===== src/rtl/div_pkg.sv =====
// rtl/div_pkg.sv - shared width default and FSM state encoding for the shift/subtract divider
package div_pkg;

   localparam int DIV_WIDTH = 8;

   typedef logic [1:0] div_state_t;

   localparam logic [1:0] ST_IDLE = 2'd0;
   localparam logic [1:0] ST_LOAD = 2'd1;
   localparam logic [1:0] ST_ITER = 2'd2;
   localparam logic [1:0] ST_DONE = 2'd3;

endpackage


===== src/rtl/shift_sub_divider_if.sv =====
// rtl/shift_sub_divider_if.sv - request/result bundle between a requester and shift_sub_divider
interface shift_sub_divider_if
   import div_pkg::*;
#(
   parameter int WIDTH = DIV_WIDTH
);
   logic             start;
   logic [WIDTH-1:0] dividend;
   logic [WIDTH-1:0] divisor;
   logic [WIDTH-1:0] quotient;
   logic [WIDTH-1:0] remainder;
   logic             busy;
   logic             done;
   logic             div_by_zero;

   modport master (
      output start, dividend, divisor,
      input  quotient, remainder, busy, done, div_by_zero
   );

   modport slave (
      input  start, dividend, divisor,
      output quotient, remainder, busy, done, div_by_zero
   );
endinterface


===== src/rtl/start_pulse.sv =====
// rtl/start_pulse.sv - rising-edge detector for start, used when DIV_START_EDGE_EN is defined
module start_pulse (
   input  logic clk_100MHz,
   input  logic reset,
   input  logic level,
   output logic pulse
);
   logic level_prev;

   always_ff @(posedge clk_100MHz or posedge reset) begin
      if (reset) level_prev <= 1'b0;
      else       level_prev <= level;
   end

   assign pulse = level & ~level_prev;
endmodule


===== src/rtl/shift_sub_divider.sv =====
// rtl/shift_sub_divider.sv - restoring shift/subtract unsigned divider, one quotient bit per cycle
// DIV_START_EDGE_EN: accept start on its rising edge instead of its level
module shift_sub_divider
   import div_pkg::*;
#(
   parameter int WIDTH = DIV_WIDTH
) (
   input logic                clk_100MHz,
   input logic                reset_butt,
   shift_sub_divider_if.slave bus
);
   localparam int CW = (WIDTH > 1) ? $clog2(WIDTH) : 1;

   div_state_t       state;
   logic [WIDTH-1:0] dvd_q;   // dividend bits shift out the top while quotient bits shift in below
   logic [WIDTH-1:0] dsr_q;
   logic [WIDTH:0]   rem_q;
   logic [CW-1:0]    cnt_q;
   logic             start_acc;
   logic [WIDTH:0]   rem_sh;
   logic [WIDTH:0]   rem_nx;
   logic             q_bit;

`ifdef DIV_START_EDGE_EN
   start_pulse u_start_pulse (
      .clk_100MHz(clk_100MHz),
      .reset     (reset_butt),
      .level     (bus.start),
      .pulse     (start_acc)
   );
`else
   assign start_acc = bus.start;
`endif

   always_comb begin
      rem_sh = (WIDTH+1)'({rem_q, dvd_q[WIDTH-1]});
      q_bit  = (rem_sh >= {1'b0, dsr_q});
      rem_nx = q_bit ? (rem_sh - {1'b0, dsr_q}) : rem_sh;
   end

   always_ff @(posedge clk_100MHz or posedge reset_butt) begin
      if (reset_butt) begin
         state           <= ST_IDLE;
         dvd_q           <= '0;
         dsr_q           <= '0;
         rem_q           <= '0;
         cnt_q           <= '0;
         bus.quotient    <= '0;
         bus.remainder   <= '0;
         bus.div_by_zero <= 1'b0;
      end else begin
         case (state)
            ST_IDLE: begin
               if (start_acc) begin
                  dvd_q <= bus.dividend;
                  dsr_q <= bus.divisor;
                  state <= ST_LOAD;
               end
            end
            ST_LOAD: begin
               if (dsr_q == '0) begin
                  bus.quotient    <= '1;
                  bus.remainder   <= dvd_q;
                  bus.div_by_zero <= 1'b1;
                  state           <= ST_DONE;
               end else begin
                  rem_q <= '0;
                  cnt_q <= CW'(WIDTH - 1);
                  state <= ST_ITER;
               end
            end
            ST_ITER: begin
               rem_q <= rem_nx;
               dvd_q <= WIDTH'({dvd_q, q_bit});
               cnt_q <= cnt_q - CW'(1);
               // last iteration: publish including the bit produced this cycle
               if (cnt_q == '0) begin
                  bus.quotient    <= WIDTH'({dvd_q, q_bit});
                  bus.remainder   <= WIDTH'(rem_nx);
                  bus.div_by_zero <= 1'b0;
                  state           <= ST_DONE;
               end
            end
            ST_DONE: state <= ST_IDLE;
            default: state <= ST_IDLE;
         endcase
      end
   end

   assign bus.busy = (state != ST_IDLE);
   assign bus.done = (state == ST_DONE);
endmodule


===== src/flat_wrapper.sv =====
// flat-port wrapper written by rule: the top's interface ports become plain ports
module shift_sub_divider_flat import div_pkg::*;
#(
   parameter int WIDTH = DIV_WIDTH
)
  (clk_100MHz, reset_butt, bus_start, bus_dividend, bus_divisor, bus_quotient, bus_remainder, bus_busy, bus_done, bus_div_by_zero);
  shift_sub_divider_if #(.WIDTH(WIDTH)) bus_i ();
  input logic clk_100MHz;
  input logic reset_butt;
  input wire logic [$bits(bus_i.start)-1:0] bus_start;
  input wire logic [$bits(bus_i.dividend)-1:0] bus_dividend;
  input wire logic [$bits(bus_i.divisor)-1:0] bus_divisor;
  output wire logic [$bits(bus_i.quotient)-1:0] bus_quotient;
  output wire logic [$bits(bus_i.remainder)-1:0] bus_remainder;
  output wire logic [$bits(bus_i.busy)-1:0] bus_busy;
  output wire logic [$bits(bus_i.done)-1:0] bus_done;
  output wire logic [$bits(bus_i.div_by_zero)-1:0] bus_div_by_zero;
  assign bus_i.start = bus_start;
  assign bus_i.dividend = bus_dividend;
  assign bus_i.divisor = bus_divisor;
  assign bus_quotient = bus_i.quotient;
  assign bus_remainder = bus_i.remainder;
  assign bus_busy = bus_i.busy;
  assign bus_done = bus_i.done;
  assign bus_div_by_zero = bus_i.div_by_zero;
  shift_sub_divider #(.WIDTH(WIDTH)) u_core (.clk_100MHz(clk_100MHz), .reset_butt(reset_butt), .bus(bus_i));
endmodule

===== config.mk =====
export PLATFORM = sky130hd
export DESIGN_NAME = shift_sub_divider_flat
export DESIGN_NICKNAME = d
export VERILOG_FILES = /design/src/rtl/div_pkg.sv /design/src/rtl/shift_sub_divider_if.sv /design/src/rtl/start_pulse.sv /design/src/rtl/shift_sub_divider.sv /design/src/flat_wrapper.sv
export SDC_FILE = /design/constraint.sdc
export NUM_CORES = 1
export LEC_CHECK = 0
export BUFFER_PORTS_ARGS = -buffer_cell sky130_fd_sc_hd__buf_2
export CAP_MARGIN = 0
export CORE_UTILIZATION = 57
export DETAILED_ROUTE_END_ITERATION = 7
export PLACE_DENSITY = 0.83
export SLEW_MARGIN = 25
export SYNTH_ARGS = -nofsm -noshare
export SYNTH_HDL_FRONTEND = slang
export SYNTH_SLANG_ARGS = --single-unit

===== constraint.sdc =====
create_clock -name clk_100MHz -period 2.65 [get_ports clk_100MHz]
set_clock_uncertainty 0.05 [all_clocks]
set_input_delay 0.3975 -clock clk_100MHz [delete_from_list [all_inputs] [get_ports clk_100MHz]]
set_output_delay 0.3975 -clock clk_100MHz [all_outputs]
set_load 0.02 [all_outputs]

# Yosys cells after proc, flatten, opt, wreduce, memory -nomap -nowiden
# Index checks and enable logic that the tools add are counted.
dict set report word_totals {
  wordCells 49
  ff_bits 46
}
dict set report classes {
  n_eq_ne 7
  n_addsub 2
  muxes 20
  n_lt_le_gt_ge 1
  reduce_logical 11
}
# cell n
set ops {}
lappend ops {{8-bit case mux with 2 select lines} 4}
lappend ops {{8-bit two-way mux} 7}
lappend ops {{9-bit by 8-bit greater-or-equal comparator with 1-bit output} 1}
lappend ops {{8-bit logical NOT} 1}
lappend ops {{2-bit case mux with 4 select lines} 1}
lappend ops {{2-bit AND reduction} 4}
lappend ops {{8-bit subtractor} 1}
lappend ops {{3-bit case mux with 2 select lines} 1}
lappend ops {{2-bit nonzero test} 3}
lappend ops {{2-bit == test (second input constant)} 2}
lappend ops {{2-bit two-way mux} 2}
lappend ops {{2-bit by 1-bit inequality test with 1-bit output (second input constant)} 2}
lappend ops {{2-bit inequality test (second input constant)} 2}
lappend ops {{3-bit logical NOT} 1}
lappend ops {{1-bit two-way mux} 3}
lappend ops {{3-bit two-way mux} 1}
lappend ops {{3-bit AND reduction} 1}
lappend ops {{3-bit by 1-bit subtractor with 3-bit output (second input constant)} 1}
lappend ops {{2-bit by 1-bit == test with 1-bit output (second input constant)} 1}
lappend ops {{2-bit logical NOT} 1}
lappend ops {{1-bit case mux with 2 select lines} 1}

# Logic depth before layout (Yosys ltp)
# Gate-level depths: netlist of run 1.
dict set report depth {
  ltp_word 4
  depth_mapped 9
  ltp_nobuf 9
}

# Worst setup path before layout of run 1
# Ideal clock, no wire load.
dict set report synth_path {
  kind {reg2reg}
  from {register u_core.rem_q[5]}
  to {register u_core.bus.remainder[3]}
  path_slack_ps 562
  required_ps 2470
  period_less_slack_ps 2088
  path_buffers 1
  path_stages_with_launch 9
  setup_ps 130
  arrival_ps 1908
  cell_sequence {dfrtp_1 ha_1 a21oi_1 o221ai_1 a21oi_2 buf_2 nor2_1 a22oi_1 o21ai_0}
}
dict set report synth_via {
  elab_chain_cells 4
}
# element line_no
set synth_lines {}
lappend synth_lines {{start, declared} shift_sub_divider.sv:17} ;# logic [WIDTH:0] rem_q;
lappend synth_lines {{start signal, assigned} shift_sub_divider.sv:73} ;# rem_q <= rem_nx;
lappend synth_lines {{9-bit by 8-bit greater-or-equal comparator with 1-bit output} shift_sub_divider.sv:37} ;# q_bit = (rem_sh >= {1'b0, dsr_q});
lappend synth_lines {{8-bit two-way mux} shift_sub_divider.sv:38} ;# rem_nx = q_bit ? (rem_sh - {1'b0, dsr_q}) : rem_sh;
lappend synth_lines {{8-bit two-way mux} shift_sub_divider.sv:77} ;# if (cnt_q == '0) begin
lappend synth_lines {{8-bit case mux with 2 select lines} shift_sub_divider.sv:52} ;# case (state)
lappend synth_lines {{end signal, assigned} shift_sub_divider.sv:63} ;# bus.remainder <= dvd_q;
lappend synth_lines {{end signal, assigned} shift_sub_divider.sv:79} ;# bus.remainder <= WIDTH'(rem_nx);
lappend synth_lines {{end, declared} shift_sub_divider_if.sv:23} ;# output quotient, remainder, busy, done, div_by_zero
# No other way between the ends. The select of a mux whose other input is x is not followed.
# A chain may end at the register's enable or synchronous reset.

# Final worst setup path of run 1
dict set report layout_path {
  from {register u_core.dsr_q[1]}
  to {register u_core.bus.remainder[7]}
}
dict set report layout_via {
  elab_chain_cells 4
}
# element line_no
set layout_lines {}
lappend layout_lines {{start, declared} shift_sub_divider.sv:16} ;# logic [WIDTH-1:0] dsr_q;
lappend layout_lines {{start signal, assigned} shift_sub_divider.sv:56} ;# dsr_q <= bus.divisor;
lappend layout_lines {{8-bit subtractor / 9-bit by 8-bit greater-or-equal comparator with 1-bit output (equally long branches)} {shift_sub_divider.sv:38, shift_sub_divider.sv:37}}
lappend layout_lines {{8-bit two-way mux} shift_sub_divider.sv:38}
lappend layout_lines {{8-bit two-way mux} shift_sub_divider.sv:77}
lappend layout_lines {{8-bit case mux with 2 select lines} shift_sub_divider.sv:52}
# Several ways; a longest one is shown, not always the timed one. The select of a mux whose other input is x is not followed.

==> metrics.log, run 1 <==
[metrics] nets: 346
[metrics] number of enable-type register cells in the synthesized netlist: 0
[metrics] Rows: 24
[metrics] worst supply voltage drop on vdd: 0.900 mV
[metrics] per-instance average area after synthesis: 9.39 um2
[metrics] vias in the first global route: 2024
[metrics] post-placement cell count: 357
[metrics] total negative slack for setup checks: 0 ns
[metrics] arrival time reported for the critical path endpoint: 2.40 ns
[metrics] initial antenna violation count: 0
[metrics] Async S/R FF share, synth: 1.00
[metrics] top-level I/O count: 38
[metrics] overall power after layout: 4.50 mW
[metrics] Synth warnings: 0
[metrics] Clock Sinks: 46
[metrics] First-pass DRT Iterations: 4
[metrics] crit path capture type: flip-flop
[metrics] final wirelength: 5530 um
[metrics] CP required: 2.80 ns
[metrics] Achievable Freq: 444 MHz
[metrics] Reg2Reg Capture Point: u_core.bus.remainder[7]
[metrics] areal power density over the cells: 1550 nW/um2
[metrics] gpl congestion: 0.862
[metrics] Critical Setup Path Class: reg -> reg
[metrics] global-route wire length before repair: 9450 um
[metrics] transition time at the pin with the least slew margin: 0.575 ns
[metrics] prevailing post-synth register cell: dfrtp_1
[metrics] worst-case clock buffer depth: 2
[metrics] max-capacitance violation count: 0
[metrics] Max Transition Viols Final: 0
[metrics] Layout area overhead: 13.0%
[metrics] width of the die: 69.2 um
[metrics] source of the worst register-to-register timing path: u_core.dsr_q[1]
[metrics] H-tree depth reported by CTS: 2
[metrics] number of diodes: 0
[metrics] Setup-failing EPs final: 0
[metrics] Die Y-Extent: 69.2 um
[metrics] post-synthesis sequential element count: 46
[metrics] fraction of layout instances using a drive strength above 1: 0.217
[metrics] final hold violation count: 0
[metrics] clock latency at the later pin of the worst-skew pair: 0.30 ns
[metrics] die area: 4790 um2
[metrics] worst reg2reg path depth: 8
[metrics] Synth Cell Area: 2570 um2
[metrics] count of unique library cells instantiated by Yosys: 44
[metrics] proportion of netlist area held by the largest area contributor: 0.447
[metrics] Core Box Area: 4350 um2
[metrics] leading cell types by total area after synthesis: dfrtp_1 45%, ha_1 6.8%, o21ai_0 5.3%, mux2_2 4.4%, nand2_1 4.1%
[metrics] WL per Instance: 15.2 um
[metrics] clock-pin slew of the registers on the worst-case setup and hold paths: 0.08 ns
[metrics] cell chosen for the clock root: clkbuf_8
[metrics] post-cts hold buffer count: 0
[metrics] register-to-register setup slack: 0.40 ns
[metrics] post-layout instance count excluding filler cells: 365
[metrics] Post-synth top cells: 46 x dfrtp_1, 28 x nand2_1, 27 x o21ai_0
[metrics] number of nets still failing antenna checks after routing: 0
[metrics] post-route DRC violation count: 0
[metrics] type of origin of the critical path: flip-flop
[metrics] post-synthesis instance total: 274
[metrics] sequential cell area fraction in the yosys report: 0.447
[metrics] detail-routed via count per cell: 5.85
[metrics] max-slew headroom at the worst pin: 0.616
[metrics] leading cell type by number of instances after synthesis: dfrtp_1
[metrics] post-CTS setup buffer count: 0
[metrics] overall overflow remaining after global route: 0
[metrics] path type of the worst min-delay path: in -> async
[metrics] shortest clock period the worst path allows after layout: 2.25 ns
[metrics] total global-route track usage: 0.251
[metrics] count of buffers inserted at the top-level ports: 37
[metrics] Mapped Nets: 308
[metrics] status: complete, no violations
[metrics] Gates resized, CTS repair: 0
[metrics] Detail Placement HPWL: 4040 um
[metrics] total clock buffers created by CTS: 5
[metrics] initial core utilization: 0.591
[metrics] violation count after the first detailed-routing iteration: 148
[metrics] clock tree from TritonCTS: yes
[metrics] area leader, netlist: dfrtp_1
[metrics] Pleak: 1.35 nW
[metrics] largest net degree at the start of global routing: 47
[metrics] vias after detailed routing: 2135
[metrics] post-route clock period utilization: 0.850
[metrics] Critical Path Fanout Max: 4
[metrics] unrepaired setup endpoints after global routing: no
[cells in the final DEF, fill, tap and decap left out, types with 2 or more instances in the layout]
master / count
buf_4: 6
mux2_2: 10
mux2i_1: 2
a21o_1: 2
a22oi_1: 3
o22ai_1: 15
nand3_1: 2
clkbuf_8: 7
a211oi_1: 3
a22o_1: 4
nand2b_1: 2
o211ai_1: 2
ha_1: 14
nor2b_1: 10
dfrtp_1: 46
a21oi_1: 14
nor2_1: 26
buf_2: 37
o221a_1: 2
a32oi_1: 2
a31oi_1: 5
xnor2_1: 2
nand2_1: 28
o21ai_0: 27
o21a_1: 5
inv_1: 18
[worst max path at each step]
stage	startpoint	end	slack [ns]	cells after the start
2_1_floorplan	u_core.rem_q[5]	u_core.bus.remainder[3]	0.56	8
3_3_place_gp	u_core.dvd_q[7]	u_core.bus.remainder[6]	0.45	9
3_5_place_dp	u_core.dvd_q[7]	u_core.rem_q[6]	0.43	9
4_1_cts	u_core.dvd_q[7]	u_core.bus.remainder[6]	0.40	9
5_1_grt	u_core.dvd_q[7]	u_core.bus.remainder[6]	0.25	9
6_report	u_core.dsr_q[1]	u_core.bus.remainder[7]	0.40	8
[sequential cells by signal, indices dropped and copies added (netlist names)]
name	count
u_core.bus.div_by_zero	1
u_core.state	2
u_core.dvd_q	8
u_core.cnt_q	3
u_core.bus.remainder	8
u_core.bus.quotient	8
u_core.dsr_q	8
u_core.rem_q	8
[layout make-up]
type                            instances  area [um2]
Clock inverter                          1        8.76
Inverter                               19        71.3
Timing Repair Buffer                   43         230
Fill cell                             352        1450
Sequential cell                        46        1150
Tap cell                               52        65.1
Multi-Input combinational cell        197        1280
Clock buffer                            7        96.3
[power by group]
part           switching [mW]  leakage (nW)  internal, mW
clock                   0.240        0.0544         0.239
sequential              0.259         0.535          1.05
combinational            1.61         0.765          1.10
total                    2.10          1.35          2.39
[cell families (layout without fill, tap and decap cells)]
| group | Yosys count | count (layout) | share of synthesized area |
|---|---|---|---|
| compound gates | 91 | 91 | 0.227 |
| xor+xnor | 2 | 2 | 0.00681 |
| simple gates | 77 | 77 | 0.138 |
| mux | 12 | 12 | 0.0516 |
| buf+inv | 31 | 70 | 0.0535 |
| fa+ha+maj | 15 | 15 | 0.0759 |
| flops | 46 | 46 | 0.447 |
[through the flow]
| stage | area, um2 | hold slack (ns) | util | setup slack, ns |
|---|---|---|---|---|
| 2_1_floorplan | 2570 | 0.410 | - | 0.562 |
| 3_3_place_gp | 2800 | 0.408 | 0.643 | 0.454 |
| 3_5_place_dp | 2800 | 0.419 | 0.643 | 0.427 |
| 4_1_cts | 2910 | 0.189 | 0.668 | 0.398 |
| 5_1_grt | 2910 | 0.246 | 0.668 | 0.250 |
| 6_report | 2910 | 0.175 | 0.668 | 0.398 |
[worst max-delay path, stage by stage (launching register included)]
cell	delay (ns)
dfrtp_1	0.42
inv_1	0.08
ha_1	0.29
nor2b_1	0.16
o21ai_0	0.10
o211ai_1	0.28
mux2_2	0.37
a22o_1	0.19
o221a_1	0.21
[per-layer routing]
layer  GRT usage  wire length (um)
met3      0.0552               232
met5           0                 0
met4       0.104               108
met1       0.345              2600
met2       0.386              2590
(Power assumes the default switching activity.)
==> run 2, diff against run 1 <==
--- a/config.mk
+++ b/config.mk
@@ -7,9 +7,9 @@
 export LEC_CHECK = 0
 export BUFFER_PORTS_ARGS = -buffer_cell sky130_fd_sc_hd__buf_2
 export CAP_MARGIN = 0
-export CORE_UTILIZATION = 57
+export CORE_UTILIZATION = 51
 export DETAILED_ROUTE_END_ITERATION = 7
-export PLACE_DENSITY = 0.83
+export PLACE_DENSITY = 0.78
 export SLEW_MARGIN = 25
 export SYNTH_ARGS = -nofsm -noshare
 export SYNTH_HDL_FRONTEND = slang
==> constraint.sdc (replaced) <==
create_clock -name clk_100MHz -period 2 [get_ports clk_100MHz]
set_clock_uncertainty 0.05 [all_clocks]
set_input_delay 0.3 -clock clk_100MHz [delete_from_list [all_inputs] [get_ports clk_100MHz]]
set_output_delay 0.3 -clock clk_100MHz [all_outputs]
set_load 0.02 [all_outputs]
==> run 2 against run 1 <==
The flow now finishes with violations (negative setup slack); register-to-register slack worse by 0.57 ns; global-route usage rose by 2.4 points; clock-buffer cell count fell by 2; largest cell class unchanged; highest routed layer unchanged.
==> metrics.log, run 2 (synthesis gave the netlist of run 1 again) <==
[metrics] status: finished, violations left (was complete, no violations)
[metrics] violations in the final reports: negative setup slack
[metrics] die area: 5330 um2 (was 4790 um2)
[metrics] leading cell type in the layout, fill and taps excluded: dfrtp_1 (unchanged)
[metrics] highest metal layer used by the detailed router: met4 (unchanged)
[metrics] overall overflow remaining after global route: 0 (unchanged)
[metrics] initial core utilization: 0.538 (was 0.591)
[metrics] violation count after the first detailed-routing iteration: 185 (was 148)
[metrics] source of the worst register-to-register timing path: u_core.dsr_q[4] (was u_core.dsr_q[1])
[metrics] Clock Sinks: 46 (unchanged)
[metrics] routed wl met2: 3910 um (was 2590 um)
[metrics] routed length on met3: 435 um (was 232 um)
[metrics] largest net degree at the start of global routing: 28 (was 47)
[metrics] unrepaired setup endpoints after global routing: yes (was no)
[metrics] origin of the worst min-delay path: bus_divisor[3]
[metrics] vias in the first global route: 2313 (was 2024)
[metrics] width of the die: 73.0 um (was 69.2 um)
[metrics] number of diodes: 0 (unchanged)
[metrics] shortest clock period the worst path allows after layout: 2.17 ns (was 2.25 ns)
[metrics] core utilization of the finished layout: 0.753 (was 0.668)
[metrics] worst-case clock buffer depth: 2 (unchanged)
[metrics] fraction of layout instances using a drive strength above 1: 0.435 (was 0.217)
[metrics] vias after detailed routing: 2480 (was 2135)
[metrics] detail-routed via count per cell: 5.82 (was 5.85)
[metrics] detailed-route wire length on metal 1: 3000 um (was 2600 um)
[metrics] post-route DRC violation count: 0 (unchanged)
[metrics] placement-stage worst setup slack: -0.181 ns (was 0.427 ns)
[metrics] path type of the worst min-delay path: in -> reg (was in -> async)
[metrics] Max Transition Viols Final: 0 (unchanged)
[metrics] Hold EP: u_core.dsr_q[3]
[metrics] instance area at placement: 3170 um2 (was 2800 um2)
[metrics] final wirelength: 7580 um (was 5530 um)
[metrics] Reg2Reg Capture Point: u_core.bus.remainder[6] (was u_core.bus.remainder[7])
[metrics] type of origin of the critical path: flip-flop (unchanged)
[metrics] max-slew headroom at the worst pin: 0.738 (was 0.616)
[metrics] Core Box Area: 4790 um2 (was 4350 um2)
[metrics] Layout area overhead: 40.1% (was 13.0%)
[metrics] top-level I/O count: 38 (unchanged)
[metrics] footprint of the multi-input gates: 1560 um2 (was 1280 um2)
[metrics] worst reg2reg path depth: 9 (was 8)
[metrics] number of nets still failing antenna checks after routing: 0 (unchanged)
[metrics] clock tree from TritonCTS: yes (unchanged)
[metrics] transition time at the pin with the least slew margin: 0.392 ns (was 0.575 ns)
[metrics] Critical Path Fanout Max: 8 (was 4)
[metrics] sequential cell area in the final layout: 1150 um2 (unchanged)
[metrics] nets: 392 (was 346)
[metrics] CP required: 2.14 ns (was 2.80 ns)
[metrics] Setup-failing EPs final: 17 (was 0)
[metrics] Layout fillers: 318 (was 352)
[metrics] crit path capture type: flip-flop (unchanged)
[metrics] final hold violation count: 0 (unchanged)
[metrics] most frequent cells in the layout: 46 x dfrtp_1, 39 x buf_4, 37 x buf_2, 24 x nand2_1, 24 x nor2_1 (was 46 x dfrtp_1, 37 x buf_2, 28 x nand2_1, 27 x o21ai_0, 26 x nor2_1)
[metrics] initial antenna violation count: 0 (unchanged)
[metrics] area of all placed cells without fillers: 3600 um2 (was 2910 um2)
[metrics] First-pass DRT Iterations: 4 (unchanged)
[metrics] total global-route track usage: 0.275 (was 0.251)
[metrics] Setup WS post-layout: -0.168 ns (was 0.398 ns)
[metrics] register-to-register setup slack: -0.17 ns (was 0.40 ns)
[metrics] Rows: 25 (was 24)
[metrics] Die Y-Extent: 73.0 um (was 69.2 um)
[metrics] arrival time reported for the critical path endpoint: 2.31 ns (was 2.40 ns)
[metrics] count of buffers inserted at the top-level ports: 37 (unchanged)
[metrics] cell chosen for the clock root: clkbuf_8 (unchanged)
[metrics] global-route wire length before repair: 11000 um (was 9450 um)
[metrics] gpl congestion: 0.860 (was 0.862)
[metrics] H-tree depth reported by CTS: 2 (unchanged)
[metrics] Achievable Freq: 461 MHz (was 444 MHz)
[metrics] total clock buffers created by CTS: 5 (unchanged)
[metrics] Hold Worst Slack: 0.170 ns (was 0.175 ns)
[metrics] Critical Setup Path Class: reg -> reg (unchanged)
[metrics] Detail Placement HPWL: 4700 um (was 4040 um)
[metrics] max-capacitance violation count: 0 (unchanged)
[metrics] WL per Instance: 17.8 um (was 15.2 um)
[metrics] clock-pin slew of the registers on the worst-case setup and hold paths: 0.10 ns (was 0.08 ns)
[metrics] clock latency at the later pin of the worst-skew pair: 0.31 ns (was 0.30 ns)
[metrics] hold path depth: 2
[metrics] post-route clock period utilization: 1.08 (was 0.850)
-- run 2: changes by cell type in the layout (fill, tap and decap cells not counted), moves of 6 or more --
cell,delta
o21ai_1,+6
o21ai_0,-11
buf_4,+33
ha_1,-9
ha_4,+8
buf_6,+10
-- run 2: per-stage QoR --
step	std cells	TNS, ns
5_1_grt	426	-2.64
3_3_place_gp	410	-0.721
6_report	426	-1.29
4_1_cts	422	-0.143
2_1_floorplan	274	-0.0225
3_5_place_dp	410	-1.29
-- run 2: routing by layer --
metal	up-vias	global-route usage
li1	1149	-
met4	0	0.113
met3	21	0.0442
met1	1204	0.355
met2	106	0.459
met5	-	0
-- run 2: critical path: stages (launching register included) --
cell	delay, ns
dfrtp_1	0.41
inv_2	0.06
ha_4	0.26
a21oi_4	0.18
o221ai_2	0.13
a21oi_4	0.30
buf_4	0.23
nor2_1	0.07
a31oi_2	0.24
a31oi_1	0.11
-- run 2: layout make-up --
class	instances	area share
sequential	46	0.319
tap	67	0.0233
clock inverter	3	0.00694
timing repair buffer	89	0.178
multi-input combinational	197	0.434
inverter	19	0.0198
clock buffer	5	0.0191
-- run 2: worst max-delay path by stage --
stage                                   end  depth (start not counted)  slack (ns)            start
floorplan           u_core.bus.remainder[7]                          8       -0.02  u_core.dsr_q[1]
global placement    u_core.bus.remainder[7]                          8       -0.13  u_core.dsr_q[0]
detailed placement          u_core.rem_q[6]                          8       -0.18  u_core.dsr_q[0]
CTS                 u_core.bus.remainder[7]                          7       -0.08  u_core.rem_q[0]
global route        u_core.bus.remainder[6]                          9       -0.23  u_core.dsr_q[4]
finish              u_core.bus.remainder[6]                          9       -0.17  u_core.dsr_q[4]
-- run 2: repair_timing --
item / 4_1_cts / 5_1_grt
hold buffers: 1 / 0
hold endpoints to repair: 16 / 0
pin swaps: 5 / 15
setup endpoints to repair: 19 / 22
gates cloned: 0 / 1
gates resized for setup: 29 / 43
buffers inserted: 3 / 5
Power of run 2 is left out: the tool's default activity adds up to more than one toggle a clock period on the data nets, which glitch-free logic cannot reach.
